===== src/rtl/div_iter.sv =====
// div_iter: iterative radix-2 restoring divider for div.w/div.wu/mod.w/mod.wu,
// 32 iteration steps per operation, one-cycle div_ok pulse with the result.
module div_iter (
  input  logic        clk,
  input  logic        reset,
  input  logic        flush,
  input  logic [66:0] es_to_div_bus,
  output logic [32:0] div_to_es_bus
);
  typedef enum logic [1:0] {IDLE, CALC, DONE} state_t;
  state_t state, next;
  logic div_en, m_in, u_in;
  logic [31:0] src1, src2;
  logic use_mod, sa, sb, dz;
  logic [31:0] rem, quo, d, q, r;
  logic [4:0] cnt;
  logic [63:0] sh;
  logic [32:0] t;
  logic start, step, sa_in, sb_in;
  assign {div_en, m_in, u_in, src1, src2} = es_to_div_bus;
  assign sa_in = !u_in & src1[31];
  assign sb_in = !u_in & src2[31];
  assign start = state == IDLE && div_en && !flush;
  assign step  = state == CALC && div_en && !flush;
  assign sh = {rem, quo} << 1;
  assign t = {1'b0, sh[63:32]} - {1'b0, d};
  always_comb begin
    next = flush ? IDLE
         : state == IDLE ? (div_en ? (src2 == 32'd0 ? DONE : CALC) : IDLE)
         : state == CALC ? (!div_en ? IDLE : cnt == 5'd31 ? DONE : CALC)
         : IDLE;
  end
  always_ff @(posedge clk or posedge reset) begin
    if (reset) begin
      state   <= IDLE;
      use_mod <= 1'b0;
      sa      <= 1'b0;
      sb      <= 1'b0;
      dz      <= 1'b0;
      rem     <= 32'd0;
      quo     <= 32'd0;
      d       <= 32'd0;
      cnt     <= 5'd0;
    end else begin
      state <= next;
      if (next == IDLE) dz <= 1'b0;
      if (start) begin
        use_mod <= m_in;
        sa      <= sa_in;
        sb      <= sb_in;
        rem     <= 32'd0;
        quo     <= sa_in ? -src1 : src1;
        d       <= sb_in ? -src2 : src2;
        cnt     <= 5'd0;
        dz      <= src2 == 32'd0;
      end else if (step) begin
        rem <= t[32] ? sh[63:32] : t[31:0];
        quo <= {sh[31:1], ~t[32]};
        cnt <= cnt + 5'd1;
      end
    end
  end
  // on divide-by-zero quo still holds |src1|, so re-applying sa recovers raw src1
  assign q = dz ? 32'hFFFF_FFFF : ((sa ^ sb) ? -quo : quo);
  assign r = dz ? (sa ? -quo : quo) : (sa ? -rem : rem);
  assign div_to_es_bus = {use_mod ? r : q, state == DONE};
endmodule


===== config.mk =====
export PLATFORM = sky130hd
export DESIGN_NAME = div_iter
export DESIGN_NICKNAME = d
export VERILOG_FILES = /design/src/rtl/div_iter.sv
export SDC_FILE = /design/constraint.sdc
export NUM_CORES = 1
export LEC_CHECK = 0
export ABC_AREA = 1
export BUFFER_PORTS_ARGS = -buffer_cell sky130_fd_sc_hd__buf_2
export CAP_MARGIN = 25
export CORE_UTILIZATION = 45
export CTS_CLUSTER_DIAMETER = 80
export DETAILED_ROUTE_END_ITERATION = 16
export GPL_ROUTABILITY_DRIVEN = 0
export PLACE_DENSITY = 0.68
export SLEW_MARGIN = 10
export SYNTH_ARGS = -nofsm -noshare
export SYNTH_HDL_FRONTEND = slang
export SYNTH_SLANG_ARGS = --single-unit

===== constraint.sdc =====
create_clock -name clk -period 2.9 [get_ports clk]
set_input_delay 0.145 -clock clk [delete_from_list [all_inputs] [get_ports clk]]
set_output_delay 0.145 -clock clk [all_outputs]
set_load 0.01 [all_outputs]

Word level (Yosys, flattened, before mapping). Index checks and enable logic that the tools add are counted.

Register bits: 107. Bits of input ports: 70. Output and inout bits: 33. Word-level logic and storage cells: 57.

Add/subtract/negate cells: 6. Equality and inequality tests: 3. Multiplexer cells: 24. Bitwise operators: 4. Reduce and logical (&&, ||, !) cells: 11.

Operator list (count): $mux 32 (13); $neg 32->32 (4); $sub 32x32->33 (1); $logic_not 32->1 (1); $mux 2 (7); $mux 5 (2); $add 5x1->5 const B (1); $eq 5x5->1 const B (1); $logic_and 1x1->1 (4); $logic_not 2->1 (2); $reduce_bool 2->1 (2); $and 1x1->1 (2); $eq 2x1->1 const B (1); $eq 2x2->1 const B (1); $logic_not 1->1 (2); $mux 1 (2); $not 1->1 (1); $xor 1x1->1 (1).

Longest topological paths before layout. Gate-level depths: netlist (run 1).

Word-level depth: 9. Mapped depth: 17. Mapped depth without buffers: 16.

Worst setup path after synthesis (run 1). Ideal clock, no wire load.

Path kind: reg-to-reg. Start point: register quo[31]. End point: register rem[9]. Setup time: 0.130 ns. Data arrival time: 2.002 ns. Required time: 2.770 ns. Setup slack: 0.768 ns. Stages on the path, launching flop included: 17. Path buffers: 1. Path through: dfrtp_1 inv_1 ha_1 fa_1 inv_1 nand2_1 nand2_1 nand3_1 nand2_1 nand2_1 nand2_1 nand2_2 nand2_4 buf_4 nand2_1 nand3_1 o21ai_0.

Longest elaborated chain between the ends: 4.

Ends and longest elaborated chain: from (decl) (line 15) `logic [31:0] rem, quo, d, q, r;`; from (signal assigned) (line 52) `quo <= sa_in ? -src1 : src1;`; from (signal assigned) (line 58) `quo <= {sh[31:1], ~t[32]};`; $sub 32x32->33 (line 26) `assign t = {1'b0, sh[63:32]} - {1'b0, d};`; $mux 32 (line 57) `rem <= t[32] ? sh[63:32] : t[31:0];`; $mux 32 (line 56) `end else if (step) begin`; $mux 32 (line 47) `if (start) begin`; to (signal assigned) (line 57); to (decl) (line 15).

Every way passes these cells. The select of a mux whose other input is x is not followed. A chain may end at the register's enable or synchronous reset.

Worst setup path after layout (run 1).
Start point: register rem[2]. End point: output port div_to_es_bus[30].

Longest elaborated chain between the ends: 4.

Ends and longest elaborated chain: $neg 32->32 (line 65) `assign r = dz ? (sa ? -quo : quo) : (sa ? -rem : rem);`; $mux 32 (2 in a row) (line 65); $mux 32 (line 66) `assign div_to_es_bus = {use_mod ? r : q, state == DONE};`; to (decl) (line 8) `output logic [32:0] div_to_es_bus`.

Every way passes these cells.

==> flow_summary.json, run 1 <==
{
  "run_status": "complete, no violations",
  "hold_class": "primary input to register",
  "hold_viol": 0,
  "fin_nets": 2347,
  "core.rowCount": 59,
  "die_h_um": 166,
  "final_layout_size_suffix_gt1_share_pct": 7.58,
  "cts_sinks": 107,
  "rsz0062_at_grt": "false",
  "nFillCells": 2824,
  "cp.required_ns": 2.76,
  "track_usage_pct": 30.3,
  "dp_hpwl_um": 33000,
  "postRouteAntennaNets": 0,
  "ys_ff_latch": 107,
  "power.density_mw_per_mm2": 430,
  "dr.pass1.iters": 5,
  "area_growth_pct": 9.70,
  "coreArea_mm2": 0.0263,
  "route.met2.wl_um": 17800,
  "clkSlewWorstSetupHoldPaths_ns": 0.08,
  "yosys_most_used_dff": "dfrtp_1",
  "r2r_end": "rem[4]$_DFFE_PP0P_",
  "slew_viol_final": 0,
  "synth_top_area_share_pct": 22.0,
  "fin_crit_ns": 2.68,
  "drv_cap": 0,
  "met1Wirelength_um": 18600,
  "worstPathArrival_ns": 2.54,
  "clk_latency_ns": 0.37,
  "routed-via-count": 14200,
  "ys_top_cells_by_area": "dfrtp_1 (22%), nand2_1 (22%), nand3_1 (10%), inv_1 (10%), o21ai_0 (7.5%)",
  "leakage_uw": 0.00724,
  "rr_startpoint": "quo[31]$_DFFE_PP0P_",
  "crit_path_end_kind": "output pin",
  "wl_per_cell_um": 16.2,
  "viasPerCell": 5.51,
  "stdcell_area_mm2": 0.0133,
  "crit_fanout": 6,
  "tns_ns": 0,
  "initial_core_util_pct": 46.2,
  "htreeDepth": 3,
  "post_cts_buffers": 0,
  "start_kind": "register",
  "worst-r2r-cell-count": 16,
  "crit_type": "register to output pin",
  "cts_buffers": 9,
  "cts_tree": "done",
  "synthCells": 2169,
  "slew_headroom_pct": 45.3,
  "finalCritPeriodShare_pct": 92.5,
  "antenna_found_initial": 0,
  "max_freq_ghz": 0.373,
  "ys.warnings.count": 0,
  "diodes": 0,
  "route.met3.wl_um": 3600,
  "multi_input_area_mm2": 0.00794,
  "ff_latch_area_mm2": 0.00268,
  "r2r_slack_ns": 0.33,
  "boundaryPins": 103,
  "skew_ns": 0.0111,
  "syn_area_mm2": 0.0122,
  "peakVddDrop_v": 0.000271,
  "grt_max_degree": 69,
  "ys_seq_area_share_pct": 22.0,
  "min_from": "es_to_div_bus[65]",
  "syn_area_per_cell_um2": 5.60,
  "setup_viol": 0,
  "first_global_vias": 12700,
  "dpl-instance-area_mm2": 0.0130,
  "hold_depth": 3,
  "cts_root_buf": "clkbuf_16",
  "grt_pass1_wl_um": 66800,
  "synth_top_area_cell": "dfrtp_1",
  "clk_path_buf_depth": 2,
  "layout_common_cells": "nand2_1 (699), inv_1 (331), nand3_1 (253)",
  "die_area_mm2": 0.0277,
  "synth_edf_count": 0,
  "synthArstFlopShare_pct": 100,
  "die_w_um": 166,
  "ys_types": 40,
  "holdPathEnd": "use_mod$_DFFE_PP0P_",
  "tightest_slew_ns": 0.819,
  "syn-num-nets": 2279,
  "wirelength_um": 41600,
  "drc": 0,
  "route.top_layer_used": "met4",
  "drtIter0Drc": 1606,
  "grt_overflow_total": 0,
  "final_common_cell": "nand2_1",
  "port_buffers": 102
}
-- cells by family (layout without fill, tap and decap cells) --
group | after synthesis | in the layout | share of synthesized area [%]
AOI/OAI and AO/OA | 312 | 312 | 13.8
buffers and inverters | 407 | 480 | 12.9
and+or+nand+nor | 1248 | 1248 | 43.1
DFF | 107 | 107 | 22.0
xor gates and xnor gates | 55 | 55 | 3.96
adders and majority gates | 40 | 40 | 4.18
-- metal layers --
metal / up-vias / GRT usage [%]
li1: 7045 / -
met1: 6421 / 42.3
met2: 627 / 46.5
met3: 103 / 5.15
met4: 0 / 12.4
met5: - / 0
-- repair_timing --
item | 4_1_cts | 5_1_grt
setup endpoints to repair | 0 | 12
resized for setup | 0 | 8
hold buffers | 2 | 0
hold endpoints to repair | 17 | 0
-- final cells by class --
cell class / instances / area share (%)
sequential: 107 / 20.1
inverter: 336 / 9.49
clock buffer: 9 / 1.69
multi-input combinational: 1655 / 59.6
tap: 335 / 3.14
clock inverter: 7 / 0.582
timing repair buffer: 128 / 5.42
-- power breakdown --
part / internal, uW / switching (uW) / total (uW) / leakage (uW)
clock network: 620 / 679 / 1300 / 0.000145
logic: 796 / 1790 / 2590 / 0.00573
registers: 1670 / 174 / 1850 / 0.00137
-- sequential cells by signal (all words and copies together) (netlist names) --
signal	count
quo	32
state	2
d	32
sa	1
sb	1
cnt	5
dz	1
rem	32
use_mod	1
-- worst max path at each step --
stage | from | endpoint | cells after the start
2_1_floorplan | quo[31]$_DFFE_PP0P_ | rem[9]$_DFFE_PP0P_ | 16
3_3_place_gp | quo[31]$_DFFE_PP0P_ | rem[1]$_DFFE_PP0P_ | 16
3_5_place_dp | quo[31]$_DFFE_PP0P_ | rem[4]$_DFFE_PP0P_ | 16
4_1_cts | rem[0]$_DFFE_PP0P_ | div_to_es_bus[21] | 12
5_1_grt | rem[1]$_DFFE_PP0P_ | div_to_es_bus[21] | 12
6_report | rem[2]$_DFFE_PP0P_ | div_to_es_bus[30] | 10
-- worst max-delay path, cell delays in order, from the launching register on --
cell and delay, ns:
dfrtp_1 0.43, inv_1 0.18, nand3_1 0.20, nor2_2 0.28, nand3_1 0.18, nor2_1 0.23
nand2_1 0.11, nand3_1 0.08, nand3_1 0.18, nand3_1 0.16, buf_2 0.14
-- Yosys cell counts (4+ instances only) --
| library cell | instances |
|---|---|
| o21ai_0 | 181 |
| o211ai_1 | 21 |
| nand3b_1 | 10 |
| xor2_1 | 42 |
| clkbuf_1 | 50 |
| a21oi_1 | 79 |
| or2_2 | 4 |
| and2_1 | 4 |
| o21ai_1 | 5 |
| ha_1 | 39 |
| o22ai_1 | 7 |
| nand2_1 | 699 |
| nor4_1 | 5 |
| nand4_1 | 27 |
| nand3_1 | 254 |
| o21bai_1 | 6 |
| xnor2_1 | 13 |
| dfrtp_1 | 107 |
| nor2_1 | 204 |
| o221ai_1 | 5 |
| nor3_1 | 28 |
| buf_2 | 15 |
| inv_1 | 333 |
-- metrics by stage --
step	instances	setup WS, ns	hold slack [ns]	util [%]	power, uW
floorplan	2169	0.768	0.211	-	3520
global placement	2559	0.467	0.164	49.4	4340
detailed placement	2559	0.372	0.169	49.4	4380
CTS	2577	0.0416	0.0182	50.7	5670
global route	2577	0.0294	0.0642	50.7	6130
finish	2577	0.218	0.0257	50.7	5730
(Power assumes the default switching activity.)
==> run 2: changes to the inputs <==
--- a/config.mk
+++ b/config.mk
@@ -5,14 +5,13 @@
 export SDC_FILE = /design/constraint.sdc
 export NUM_CORES = 1
 export LEC_CHECK = 0
-export ABC_AREA = 1
 export BUFFER_PORTS_ARGS = -buffer_cell sky130_fd_sc_hd__buf_2
 export CAP_MARGIN = 25
 export CORE_UTILIZATION = 45
 export CTS_CLUSTER_DIAMETER = 80
 export DETAILED_ROUTE_END_ITERATION = 16
 export GPL_ROUTABILITY_DRIVEN = 0
-export PLACE_DENSITY = 0.68
+export PLACE_DENSITY = 0.69
 export SLEW_MARGIN = 10
 export SYNTH_ARGS = -nofsm -noshare
 export SYNTH_HDL_FRONTEND = slang
==> flow_summary.json, run 2 <==
{
  "ff_latch_area_mm2": 0.00268,
  "crit_path_end_kind": "output pin",
  "cts_sinks": 107,
  "max_freq_ghz": 0.278,
  "drv_cap": 0,
  "dp_cells": 1681,
  "wl_per_cell_um": 16.2,
  "final_common_cell": "nand2_1",
  "initial_core_util_pct": 45.8,
  "slew_headroom_pct": 42.4,
  "synth_top_area_cell": "dfrtp_1",
  "synthArstFlopShare_pct": 100,
  "crit_buf_inv": 2,
  "crit_slowest_cell": "or4_4",
  "syn_area_mm2": 0.00959,
  "grt_max_degree": 78,
  "setup_ws_ns": -0.700,
  "hold_depth": 3,
  "clk_path_buf_depth": 2,
  "peakVddDrop_v": 0.000256,
  "syn_area_per_cell_um2": 7.59,
  "drtIter0Drc": 718,
  "slew_viol_final": 0,
  "synthCells": 1264,
  "utilization_pct": 59.5,
  "top_regs": "d (32), quo (32), rem (32)",
  "wirelength_um": 28100,
  "coreArea_mm2": 0.0210,
  "multi_input_area_mm2": 0.00699,
  "hold_class": "primary input to register",
  "diodes": 0,
  "synth_edf_count": 0,
  "crit_type": "register to output pin",
  "clkSlewWorstSetupHoldPaths_ns": 0.07,
  "postRouteAntennaNets": 0,
  "rsz0062_at_grt": "true",
  "dp_slack_ns": -0.353,
  "holdWs_ns": 0.0563,
  "power.density_mw_per_mm2": 454,
  "finalCritPeriodShare_pct": 124,
  "ys_top_cells_by_area": "dfrtp_1 (28%), xor2_1 (7.2%), nand2_1 (6.9%), xnor2_1 (6.0%), o21ai_1 (5.6%)",
  "track_usage_pct": 25.8,
  "fin_nets": 1571,
  "violations": "negative setup slack",
  "layout_common_cells": "nand2_1 (173), buf_4 (124), o21ai_1 (103), dfrtp_1 (103), buf_2 (102)",
  "port_buffers": 102,
  "core.rowCount": 53,
  "final_layout_size_suffix_gt1_share_pct": 26.7,
  "ys_ff_latch": 107,
  "cts_buffers": 9,
  "slowest_delay_ns": 0.53,
  "setup_viol": 31,
  "synth_xor_area_share_pct": 13.2,
  "grt_pass1_wl_um": 45200,
  "ys_seq_area_share_pct": 27.9,
  "cts_root_buf": "clkbuf_16",
  "synth_top_area_share_pct": 27.9,
  "htreeDepth": 3,
  "cts_tree": "done",
  "ys.warnings.count": 0,
  "boundaryPins": 103,
  "syn-num-nets": 1374,
  "muxShareOfSynthArea_pct": 3.60,
  "fin_cells": 1740,
  "first_global_vias": 9316,
  "r2r_slack_ns": -0.07,
  "hold_viol": 0,
  "viasPerCell": 5.66,
  "clk_latency_ns": 0.37,
  "crit_fanout": 3,
  "die_area_mm2": 0.0219,
  "grt_overflow_total": 0,
  "drc": 0,
  "cp.required_ns": 2.76,
  "run_status": "finished, violations left",
  "synth_common_cells": "nand2_1 (176), dfrtp_1 (107), o21ai_1 (107), a21oi_1 (81), xor2_1 (79)",
  "synth_top_family_by_area": "compound AO/OA/AOI/OAI gates",
  "yosys_most_used_dff": "dfrtp_1",
  "ys_types": 67,
  "die_h_um": 148,
  "power.total_uw": 5660,
  "cp_cell_sequence": "or4_4 > or3_4 > or3_4 > or3_4 > or3_4 > buf_6 > o21ai_2 > xor2_1 > nand2_1 > o21ai_2 > o21ai_2 > buf_2",
  "synthAdderAreaFrac_pct": 5.30,
  "nFillCells": 1859,
  "dp_hpwl_um": 20400,
  "start_kind": "register",
  "routed-via-count": 9857,
  "synth-compound-area-share_pct": 24.5,
  "skew_ns": 0.0119,
  "critical_path.top_delay_family": "simple AND/OR/NAND/NOR gates",
  "synthSimpleGateAreaFrac_pct": 20.1,
  "antenna_found_initial": 0,
  "fin_crit_ns": 3.60,
  "worst-r2r-cell-count": 15,
  "synth.most_common_cell": "nand2_1",
  "tightest_slew_ns": 0.864,
  "die_w_um": 148,
  "dr.pass1.iters": 5,
  "area_growth_pct": 29.9,
  "leakage_uw": 0.00546,
  "cpMostUsedCell": "or3_4",
  "cp.depth": 12,
  "worstPathArrival_ns": 3.46
}
run 2: cell types whose count changed in the layout (fill, tap and decap cells not counted), sizes merged, moves of 17 or more:
cell | previous run | this run
and3 | 0 | 17
nand2b | 0 | 17
inv | 337 | 56
nand4 | 27 | 7
or3 | 0 | 26
o31ai | 3 | 35
nand3 | 256 | 14
nor2 | 209 | 76
o22ai | 7 | 29
buf | 126 | 262
xor2 | 42 | 79
xnor2 | 13 | 66
nand2 | 703 | 176
mux2i | 0 | 30
run 2: final timing paths:
check                                          from                   to
worst min register to register    d[10]$_DFFE_PP0P_    d[10]$_DFFE_PP0P_
worst min-delay path               es_to_div_bus[1]     d[1]$_DFFE_PP0P_
worst max register to register     d[0]$_DFFE_PP0P_  rem[17]$_DFFE_PP0P_
max in group asynchronous                     reset       dz$_DFFE_PP0P_
worst max-delay path            rem[13]$_DFFE_PP0P_    div_to_es_bus[31]
min in group asynchronous                     reset   quo[3]$_DFFE_PP0P_
run 2: cell families (layout without fill, tap and decap cells):
kind of cell / count (synthesis) / count (layout)
adders and majority gates: 40 / 40
muxes: 33 / 33
and+or+nand+nor: 409 / 409
buffers and inverters: 133 / 334
xor gates and xnor gates: 145 / 145
DFF: 107 / 107
AOI/OAI and AO/OA: 397 / 397
run 2: stage by stage:
stage	TNS, ns	area [um2]
3_3_place_gp	-2.92	11200
2_1_floorplan	-0.819	9690
5_1_grt	-11.02	12500
6_report	-6.63	12500
3_5_place_dp	-3.95	11200
4_1_cts	-8.95	12100
run 2: per-layer routing:
layer,global-route usage [%],share of wire (%),vias up
met5,0,0,-
met4,9.90,3.1,0
met3,3.30,3.7,50
met2,44.0,49,227
met1,33.0,44,4707
li1,-,-,4873
run 2: area by class of cell:
| type | instances | share of cell area (%) |
|---|---|---|
| sequential | 107 | 21.5 |
| multi-input combinational | 1024 | 56.1 |
| inverter | 55 | 1.71 |
| clock inverter | 6 | 0.593 |
| clock buffer | 9 | 1.81 |
| timing repair buffer | 264 | 15.5 |
| tap | 275 | 2.76 |
run 2: power by group:
part	internal [uW]	leakage [uW]	switching, uW
Sequential	1660	0.00139	186
Clock	676	0.000140	606
Combinational	1130	0.00392	1400
Total	3460	0.00546	2190
run 2: what timing repair did:
item | 4_1_cts | 5_1_grt
setup buffers | 30 | 17
pin swaps | 28 | 51
hold buffers | 2 | 0
endpoints found under the hold margin | 31 | 0
endpoints found under the setup margin | 50 | 57
gates resized for setup | 72 | 76
cloned | 2 | 0
run 2: worst min-delay path, cell delays in order:
cell     delay (ns)
buf_2          0.11
nand2_1        0.05
a31oi_1        0.07
